==> config.mk <==
export PLATFORM = sky130hd
export DESIGN_NAME = rf_mixer_nco_iq
export DESIGN_NICKNAME = d
export VERILOG_FILES = /design/src/rtl/rf_mixer_nco_iq.sv
export SDC_FILE = /design/constraint.sdc
export NUM_CORES = 1
export LEC_CHECK = 0
export BUFFER_PORTS_ARGS = -buffer_cell sky130_fd_sc_hd__buf_2
export CAP_MARGIN = 20
export CORE_ASPECT_RATIO = 1.1
export CORE_MARGIN = 10
export CORE_UTILIZATION = 59
export CTS_CLUSTER_SIZE = 28
export DETAILED_ROUTE_END_ITERATION = 6
export GPL_TIMING_DRIVEN = 0
export PLACE_DENSITY = 0.84
export SETUP_SLACK_MARGIN = 0.02
export SLEW_MARGIN = 0
export SYNTH_ARGS = -nofsm -noshare
export SYNTH_HDL_FRONTEND = slang
export SYNTH_SLANG_ARGS = --single-unit
==> constraint.sdc <==
create_clock -name clk -period 2.75 [get_ports clk]
set_input_delay 0.4125 -clock clk [delete_from_list [all_inputs] [get_ports clk]]
set_output_delay 0.4125 -clock clk [all_outputs]
set_load 0.02 [all_outputs]
==> src/rtl/rf_mixer_nco_iq.sv <==
// Quadrature 1-bit RF downconverter: RF synchroniser, phase-accumulator NCO with
// phase-continuous retune handshake, cos/-sin LO LUT and registered I/Q mixer.
// Optional LFSR phase dither before LUT addressing: define RF_MIXER_NCO_IQ_DITHER_EN.
module rf_mixer_nco_iq #(
  parameter int                 PHASE_W     = 16,
  parameter int                 LUT_AW      = 4,
  parameter int                 OUT_W       = 4,
  parameter int                 SYNC_STAGES = 2,
  parameter logic [PHASE_W-1:0] RESET_INC   = '0
) (
  input  logic                     clk,
  input  logic                     RSTb,
  input  logic                     rf_in,
  output logic                     rf_out,
  input  logic [PHASE_W-1:0]       inc_data,
  input  logic                     inc_load,
  output logic                     inc_busy,
  input  logic                     phase_clr,
  output logic signed [OUT_W-1:0]  i_out,
  output logic signed [OUT_W-1:0]  q_out,
  output logic signed [OUT_W-1:0]  lo_i,
  output logic signed [OUT_W-1:0]  lo_q,
  output logic                     out_valid
);

  localparam int  N   = 1 << LUT_AW;
  localparam int  AMP = (1 << (OUT_W - 1)) - 1;
  localparam real PI  = 3.14159265358979323846;
  localparam logic [LUT_AW-1:0] QTR = LUT_AW'(N / 4);

  if (LUT_AW < 2 || LUT_AW >= PHASE_W || SYNC_STAGES < 2) begin : g_bad_cfg
    $error("rf_mixer_nco_iq: illegal LUT_AW / PHASE_W / SYNC_STAGES combination");
  end

  // Taylor series, accurate far beyond OUT_W rounding on [0, pi/2].
  function automatic real cos_poly(input real x);
    real term;
    real acc;
    acc  = 1.0;
    term = 1.0;
    for (int n = 1; n <= 10; n++) begin
      term = -term * x * x / real'((2 * n - 1) * (2 * n));
      acc  = acc + term;
    end
    return acc;
  endfunction

  function automatic logic signed [OUT_W-1:0] lut_entry(input int k);
    int  quad;
    int  rem;
    int  r;
    real x;
    real c;
    real scaled;
    quad = k / (N / 4);
    rem  = k % (N / 4);
    x    = 2.0 * PI * real'(rem) / real'(N);
    case (quad)
      0:       c =  cos_poly(x);
      1:       c = -cos_poly(PI / 2.0 - x);
      2:       c = -cos_poly(x);
      default: c =  cos_poly(PI / 2.0 - x);
    endcase
    scaled = real'(AMP) * c;
    if (scaled >= 0.0) r =  $rtoi(scaled + 0.5);
    else               r = -$rtoi(0.5 - scaled);
    return OUT_W'(r);
  endfunction

  typedef enum logic {ST_IDLE = 1'b0, ST_PENDING = 1'b1} state_t;

  state_t                   state_q, state_d;
  logic [SYNC_STAGES-1:0]   sync_q, sync_d;
  logic [PHASE_W-1:0]       phase_q, phase_d;
  logic [PHASE_W-1:0]       active_inc_q, active_inc_d;
  logic [PHASE_W-1:0]       pending_inc_q, pending_inc_d;
  logic [PHASE_W:0]         sum;
  logic                     wrap;
  logic                     rf_sync;
  logic [LUT_AW-1:0]        addr_cos;
  logic [LUT_AW-1:0]        addr_msin;
  logic signed [OUT_W-1:0]  lo_cos, lo_msin;
  logic signed [OUT_W-1:0]  i_out_q, i_out_d, q_out_q, q_out_d;
  logic signed [OUT_W-1:0]  lo_i_q, lo_q_q;
  logic                     valid_pre_q, out_valid_q;

  // NOTE: the table is a constant, so it has no reset and no storage.
  logic signed [OUT_W-1:0] lut [N];
  for (genvar k = 0; k < N; k++) begin : g_lut
    localparam logic signed [OUT_W-1:0] ENTRY = lut_entry(k);
    assign lut[k] = ENTRY;
  end

  // NOTE: every signal written here gets a value before any branch, so no latches.
  always_comb begin
    sync_d        = {sync_q[SYNC_STAGES-2:0], rf_in};
    sum           = {1'b0, phase_q} + {1'b0, active_inc_q};
    wrap          = sum[PHASE_W];
    phase_d       = phase_clr ? '0 : sum[PHASE_W-1:0];
    state_d       = state_q;
    active_inc_d  = active_inc_q;
    pending_inc_d = pending_inc_q;
    case (state_q)
      ST_IDLE: begin
        if (inc_load) begin
          pending_inc_d = inc_data;
          state_d       = ST_PENDING;
        end
      end
      ST_PENDING: begin
        // Swapping on wrap keeps the phase continuous; a stalled or cleared NCO can swap at once.
        if (wrap || active_inc_q == '0 || phase_clr) begin
          active_inc_d = pending_inc_q;
          state_d      = ST_IDLE;
        end
      end
    endcase
  end

`ifdef RF_MIXER_NCO_IQ_DITHER_EN
  localparam int DITH_W = PHASE_W - LUT_AW;

  if (DITH_W > 15) begin : g_bad_dither
    $error("rf_mixer_nco_iq: dither needs PHASE_W - LUT_AW <= 15");
  end

  logic [14:0]        lfsr_q, lfsr_d;
  logic [PHASE_W-1:0] dither;

  always_comb begin
    lfsr_d = {lfsr_q[13:0], lfsr_q[14] ^ lfsr_q[13]};
    dither = PHASE_W'(lfsr_q[DITH_W-1:0]);
  end

  always_ff @(posedge clk) begin
    if (!RSTb) lfsr_q <= 15'd1;
    else       lfsr_q <= lfsr_d;
  end

  assign addr_cos = LUT_AW'((phase_q + dither) >> DITH_W);
`else
  assign addr_cos = phase_q[PHASE_W-1 -: LUT_AW];
`endif

  always_comb begin
    rf_sync   = sync_q[SYNC_STAGES-1];
    addr_msin = addr_cos + QTR;
    lo_cos    = lut[addr_cos];
    lo_msin   = lut[addr_msin];
    i_out_d   = rf_sync ? -lo_cos  : lo_cos;
    q_out_d   = rf_sync ? -lo_msin : lo_msin;
  end

  // NOTE: sequential state uses <= only, so every flop samples pre-edge values.
  always_ff @(posedge clk) begin
    if (!RSTb) begin
      sync_q        <= '0;
      phase_q       <= '0;
      active_inc_q  <= RESET_INC;
      pending_inc_q <= '0;
      state_q       <= ST_IDLE;
      i_out_q       <= '0;
      q_out_q       <= '0;
      lo_i_q        <= '0;
      lo_q_q        <= '0;
      valid_pre_q   <= 1'b0;
      out_valid_q   <= 1'b0;
    end else begin
      sync_q        <= sync_d;
      phase_q       <= phase_d;
      active_inc_q  <= active_inc_d;
      pending_inc_q <= pending_inc_d;
      state_q       <= state_d;
      i_out_q       <= i_out_d;
      q_out_q       <= q_out_d;
      lo_i_q        <= lo_cos;
      lo_q_q        <= lo_msin;
      valid_pre_q   <= 1'b1;
      out_valid_q   <= valid_pre_q;
    end
  end

  assign rf_out    = sync_q[SYNC_STAGES-1];
  assign inc_busy  = (state_q == ST_PENDING);
  assign i_out     = i_out_q;
  assign q_out     = q_out_q;
  assign lo_i      = lo_i_q;
  assign lo_q      = lo_q_q;
  assign out_valid = out_valid_q;

endmodule

# [Word level (Yosys, flattened, before mapping)]
# Memory sizes are Yosys's and may differ from the RTL's.
# Index checks and enable logic that the tools add are counted.
[totals] input_bits=21 n_memories=2 elab_cells=39 output_inout_bits=19 register_bits=69 romBits=128
[op_classes] n_addsub=4 n_lt_le_gt_ge=2 reduce_logical=6 n_mux=10 n_bitwise=4
[memory_table] memory="(name not given)" words=16 word_bits=4 read_ports=1 rd_ports_with_merged_regs=0 write_ports=0 line_no="149" rtl="lo_msin = lut[addr_msin];"
[memory_table] memory="(name not given)" words=16 word_bits=4 read_ports=1 rd_ports_with_merged_regs=0 write_ports=0 line_no="148" rtl="lo_cos = lut[addr_cos];"
[op_table] cell="4-bit two-way mux" n=6
[op_table] cell="16-bit by 16-bit adder with 17-bit output" n=1
[op_table] cell="16-bit zero test" n=1
[op_table] cell="5-bit >= comparator, second input constant" n=2
[op_table] cell="4-bit inverter with 5-bit output" n=2
[op_table] cell="4-bit negator" n=2
[op_table] cell="4-bit by 3-bit adder with 4-bit output, second input constant" n=1
[op_table] cell="2-bit AND reduction" n=2
[op_table] cell="1-bit two-way mux" n=3
[op_table] cell="1-bit logical OR" n=2
[op_table] cell="1-bit inverter" n=2
[op_table] cell="1-bit one-hot mux with 2 select lines" n=1
[op_table] cell="2-bit OR reduction" n=1

# [Longest topological paths before layout]
# Gate-level depths: netlist (run 1).
[depth] depth_word=7 depth_mapped=9 ltp_nobuf=9

# [Worst setup path before layout (run 1)]
# No wires, ideal clock.
[synth_path] path_type="flip-flop to flip-flop" startpoint="reg active_inc_q[0]" endpoint="reg active_inc_q[10]" path_stages_with_launch=9 path_slack_ns=0.355 arrival_ns=2.273 setup_ns=0.122 n_path_buf=1 synth_period_minus_slack_ns=2.395 required_time_ns=2.628 cell_sequence="dfxtp_1 > ha_1 > fa_1 > a211oi_2 > or3_1 > a21oi_1 > o311a_1 > buf_2 > a221o_1"
[synth_via] elab_chain_len=4 word_cells_on_any_way=5 classes_between="add/sub (1); reduce/logical (4)"
[synth_rtl] item="start, declared" line_no="75" rtl="logic [PHASE_W-1:0] active_inc_q, active_inc_d;"
[synth_rtl] item="start signal, assigned" line_no="171" rtl="active_inc_q <= active_inc_d;"
[synth_rtl] item="16-bit by 16-bit adder with 17-bit output or 16-bit zero test (tied branches)" line_no="97, 112"
[synth_rtl] item="1-bit logical OR * (2 in a row)" line_no="112" rtl="if (wrap || active_inc_q == '0 || phase_clr) begin"
[synth_rtl] item="2-bit AND reduction (no source line) *"
# Every way passes the cells marked *; elsewhere a longest branch is shown, timed or not.
# A chain may end at the register's enable or synchronous reset.

# [Worst setup path after layout (run 1)]
[layout_path] startpoint="reg active_inc_q[0]" endpoint="reg active_inc_q[6]"
# The elaborated chain is that of the path after synthesis.

==> results of run 1 <==
-- flip-flops by register name (all words and copies together), names as in the netlist --
name,count
sync_q,2
lo_i,3
lo_q,3
i_out,4
q_out,4
pending_inc_q,16
out_valid,1
inc_busy,1
phase_q,16
active_inc_q,16
valid_pre_q,1
-- worst reg2reg max path, stage by stage, from the launching register on --
cell and delay, ns:
dfxtp_1 0.35, ha_1 0.23, fa_2 0.39, a211oi_2 0.28
or3_1 0.20, a21oi_1 0.13, o311a_4 0.37, buf_2 0.21
a221o_1 0.37
-- final cells by class --
cell class / instances / area, um^2
Clock inverter: 7 / 100
Clock buffer: 9 / 124
Tap cell: 77 / 96.3
Inverter: 11 / 41.3
Sequential cell: 67 / 1340
Timing Repair Buffer: 39 / 195
Multi-Input combinational cell: 310 / 2120
Buffer: 29 / 139
Fill cell: 463 / 1720
-- kinds of logic after synthesis --
logic type,count (synthesis),share of synthesized area (%)
compound gates,107,22.4
xor+xnor,8,1.93
fa+ha+maj,23,8.14
buf+inv,40,4.97
flops,67,37.0
mux,7,3.00
simple gates,165,22.6
-- cell usage in the layout (no fill, tap or decap), drive strengths merged, types with 5 or more instances in the layout --
| cell | instances |
|---|---|
| dfxtp | 67 |
| nand2 | 62 |
| buf | 46 |
| clkbuf | 31 |
| nor2 | 30 |
| ha | 22 |
| o31ai | 18 |
| and2 | 18 |
| a21oi | 16 |
| nand3b | 16 |
| a21boi | 16 |
| a221o | 16 |
| inv | 11 |
| o21a | 7 |
| o21ai | 7 |
| nand2b | 7 |
| nor3 | 7 |
| nor2b | 6 |
| xnor2 | 6 |
| a211oi | 6 |
| nand3 | 5 |
| a21o | 5 |
| nor4 | 5 |
| clkinv | 5 |
-- power groups by stage --
stage                     logic (mW)  clock network [mW]  registers (mW)
after floorplan                0.229                   0            1.08
after global routing           0.382               0.971            1.06
after detailed placement       0.337                   0            1.08
after CTS                      0.341               0.930            1.06
after global placement         0.328                   0            1.08
final                          0.348               0.926            1.06
-- repair_timing --
action,in CTS,in global routing
resized for setup,0,3
setup buffers,0,0
setup endpoints to repair,0,10
-- final timing paths --
path,startpoint,to,slack [ns],depth (start not counted)
setup reg to reg,active_inc_q[0],active_inc_q[6],0.12,8
hold reg to reg,valid_pre_q,out_valid,0.44,1
setup / recovery,active_inc_q[0],active_inc_q[6],0.12,8
hold / removal,RSTb,valid_pre_q,0.17,1
-- per-stage QoR --
step | utilization, % | cells
after global routing | 70.8 | 549
final | 70.8 | 549
after floorplan | - | 417
after global placement | 66.7 | 533
after CTS | 70.5 | 549
after detailed placement | 66.7 | 533
-- metal layers --
metal	GRT usage, %	part of all wire, %
met1	20.6	44
met2	29.7	48
met3	3.89	5.3
met4	7.72	2.0
met5	0	0
==> impl_metrics.ini, run 1 <==
[hold_path]
min_path_type = primary input to register

[setup_path]
setup.worst_path.start_class = register
cp_data_arrival_time_ns = 2.88
worstSetupPathType = register to register
critPathCaptureType = register
crit_chain = ha_1 -> fa_2 -> a211oi_2 -> or3_1 -> a21oi_1 -> o311a_4 -> buf_2 -> a221o_1
required_ns = 3.00
cp_slowest_stage_delay_ns = 0.38
cp_max_fo = 10
critPathSlowestCell = fa_2
path_delay_family = compound AO/OA/AOI/OAI gates
crit_buf_inv = 1

[place]
port_buffers = 39
placedInstanceArea_mm2 = 0.00392
post-place-ws_ns = 0.0872
place_congestion = 0.904
dp_hpwl_mm = 6.15

[floorplan]
rows = 29
initial_core_util_pct = 61.7
coreArea_mm2 = 0.00588
die_x_um = 94.8
io_pins = 40
die_h_um = 102
die_area_mm2 = 0.00969

[timing]
period_minus_slack_ns = 2.63
tightestPinTransition_ns = 0.700
setup_viol = 0
finalSetupTns_ns = 0
min_period_over_period_pct = 95.7
max_freq_mhz = 380
final-hold-violation-count = 0
holdWs_ns = 0.169
slew_viol_final = 0
fin_ws_ns = 0.118
clock_skew_ns = 0.0105
slew_headroom_pct = 52.9
rsz0062_at_grt = false

[drt]
final_antenna_net_count = 0
viasPerCell = 5.90
vias = 3237
drt_first_pass_iters = 5
first_iter_violations = 192
drc = 0
wire_per_inst_um = 15.2
drt_wl_total_mm = 8.35

[yosys]
synth_ff_type = dfxtp_1
yosys_warnings = 0
synthTopCellsByArea = dfxtp_1, ha_1, nand2_1
synth_top_area_share_pct = 37.0
ys_ff_latch = 67
synth_cell_type_count = 53
synth-seq-area-share_pct = 37.0
syn_inst = 417
synth_edf_count = 0
syn_area_mm2 = 0.00363
async_flop_share_pct = 0
yosysMostFrequentCell = dfxtp_1
synth.largest_area_cell = dfxtp_1
syn_nets = 461
netlist_top_cells_count = dfxtp_1, nand2_1, nor2_1
avgSynthCellArea_um2 = 8.70

[clock_tree]
cts_made_buffers = 9
cts.sinks = 67
cts_buffer_depth = 2
clkTransAtPathRegs_ns = 0.08
cts_root_buf = clkbuf_8
cts_tree = built
htree_num_levels = 3
clk_latency_ns = 0.36
ctsHoldBuffers = 0

[power]
pwr-share-clk_pct = 39.7
seq_power_share_pct = 45.4
leakage_nw = 1.71
p_comb_share_pct = 14.9
intPower_mw = 1.66
worst_ir_drop_vdd_mv = 0.460
pwr_density_cell_mw_per_mm2 = 561
p_switching_mw = 0.669
switching_share_pct = 28.7
total_power_mw = 2.33

[global_route]
grt_pass1_wl_mm = 13.9
grt_max_degree = 14
grt_remaining_overflow = 0
grt_use_total_pct = 17.5
first_global_vias = 3055
antenna_found_initial = 0

[cells_and_area]
diodes = 0
finalInstanceArea_mm2 = 0.00416
syn_to_final_growth_pct = 14.6
finalNetCount = 511
drive_gt1_share_pct = 16.7

[flow_run]
max-cap-violations = 0

[outcome]
status = finished clean
No activity file was read; power rests on OpenSTA's default activity.
==> run 2: changes to the inputs <==
Settings changed: BUFFER_PORTS_ARGS -buffer_cell sky130_fd_sc_hd__buf_2 to -buffer_cell sky130_fd_sc_hd__buf_4.
Clock period 2.75 ns to 2.7 ns, I/O delays scaled along.
==> run 2 against run 1 <==
  * Sequential power barely moved
  * Non-clock buffer count rose by 1
  * Clock skew fell by 0.0016 ns
  * Register-to-register slack got worse by 0.02 ns
  * Largest power group unchanged
  * Die area did not move
==> impl_metrics.ini, run 2 (synthesis gave the netlist of run 1 again) <==
[timing]
holdWs_ns = 0.164
setup_viol = 0
final-hold-violation-count = 0
clock_skew_ns = 0.00888
max_freq_mhz = 384
min_period_over_period_pct = 96.4
rsz0062_at_grt = false
slew_headroom_pct = 48.3
finalSetupTns_ns = 0
slew_viol_final = 0
fin_ws_ns = 0.0983
period_minus_slack_ns = 2.60
tightestPinTransition_ns = 0.768

[global_route]
grt_max_degree = 14
grt_pass1_wl_mm = 14.1
grt_use_total_pct = 17.9
grt.met1_usage_pct = 21.8
antenna_found_initial = 0
grt.busiest_layer = met2
first_global_vias = 3084
grt_remaining_overflow = 0
use_met2_pct = 29.9
use_met3_pct = 4.84

[setup_path]
required_ns = 2.93
crit_chain = ha_1 -> fa_2 -> a211oi_2 -> or3_4 -> a21oi_1 -> o311a_1 -> buf_2 -> a221o_1
cp_slowest_stage_delay_ns = 0.39
cp_max_fo = 10
critPathCaptureType = register
worstSetupPathType = register to register
cp_data_arrival_time_ns = 2.83
setup.worst_path.start_class = register
critPathSlowestCell = fa_2

[floorplan]
die_area_mm2 = 0.00969
coreArea_mm2 = 0.00588
initial_core_util_pct = 61.7
die_h_um = 102
rows = 29
die_x_um = 94.8
io_pins = 40

[power]
leakage_nw = 1.73
worst_ir_drop_vdd_mv = 0.454
pwr_density_cell_mw_per_mm2 = 562
total_power_mw = 2.39

[clock_tree]
ctsHoldBuffers = 0
htree_num_levels = 3
cts_tree = built
clkTransAtPathRegs_ns = 0.08
clk_latency_ns = 0.35
cts_root_buf = clkbuf_8
cts.sinks = 67
cts_made_buffers = 9
cts_buffer_depth = 2

[outcome]
status = finished clean

[cells_and_area]
syn_to_final_growth_pct = 17.3
diodes = 0
drive_gt1_share_pct = 16.7
utilization_pct = 72.4
top_regs = active_inc_q x16, pending_inc_q x16, phase_q x16
finalInstanceArea_mm2 = 0.00426
final_cell_mix = dfxtp_1, nand2_1, buf_4
instances_no_fill = 550
mostFrequentLayoutCell = dfxtp_1
finalNetCount = 512

[drt]
wire_per_inst_um = 15.5
drt_wl_total_mm = 8.53
final_antenna_net_count = 0
vias = 3276
viasPerCell = 5.96
first_iter_violations = 226
drc = 0
drt_first_pass_iters = 5

[place]
port_buffers = 39
place_congestion = 0.919
dp.cells = 533
placedInstanceArea_mm2 = 0.00402
post-place-ws_ns = -0.00389
dp_hpwl_mm = 6.32

[flow_run]
max-cap-violations = 0

[hold_path]
min_path_type = primary input to register
-- run 2: cell count changes in the layout (fill, tap and decap cells not counted) --
| cell | change |
|---|---|
| buf_4 | +40 |
| clkinv_4 | -1 |
| inv_6 | +1 |
| o311a_4 | -1 |
| buf_2 | -39 |
| or3_1 | -1 |
| dfxtp_2 | -1 |
| or3_4 | +1 |
| dfxtp_1 | +1 |
| o311a_1 | +1 |
-- run 2: cell type report --
cell class / count / area [um^2]
buffer: 29 / 139
clock buffer: 9 / 124
clock inverter: 7 / 100
fill: 477 / 1620
inverter: 11 / 41.3
multi-input combinational: 310 / 2110
sequential: 67 / 1340
tap: 77 / 96.3
timing repair buffer: 40 / 300
-- run 2: worst paths after layout --
kind                           end  slack, ns  cells past startpoint            start
setup / recovery  active_inc_q[12]        0.1                      8  active_inc_q[0]
hold / removal         valid_pre_q       0.16                      1             RSTb
setup reg to reg  active_inc_q[12]        0.1                      8  active_inc_q[0]
hold reg to reg          out_valid       0.46                      1      valid_pre_q
-- run 2: routing by layer --
| layer | vias to the layer above | wire length [um] |
|---|---|---|
| met1 | 1536 | 3610 |
| met4 | 0 | 144 |
| met5 | - | 0 |
| met2 | 120 | 4170 |
| met3 | 15 | 601 |
| li1 | 1605 | - |
-- run 2: critical path: cells and delay by family, from the launching register on --
kind / cells / cell delay (ns)
AOI/OAI and AO/OA: 4 / 1.11
DFF: 1 / 0.35
buffers and inverters: 1 / 0.20
adders and majority gates: 2 / 0.62
and+or+nand+nor: 1 / 0.19
-- run 2: power by group --
group	switching (mW)	internal [mW]	total (mW)
registers	0.0411	1.04	1.08
clock network	0.420	0.528	0.948
logic	0.219	0.147	0.366
total	0.680	1.71	2.39
-- run 2: timing repair --
| action | CTS | global route |
|---|---|---|
| gates resized for setup | 0 | 2 |
| setup buffers | 1 | 0 |
| pin swaps | 1 | 1 |
| cloned | 0 | 0 |
| setup endpoints to repair | 9 | 16 |
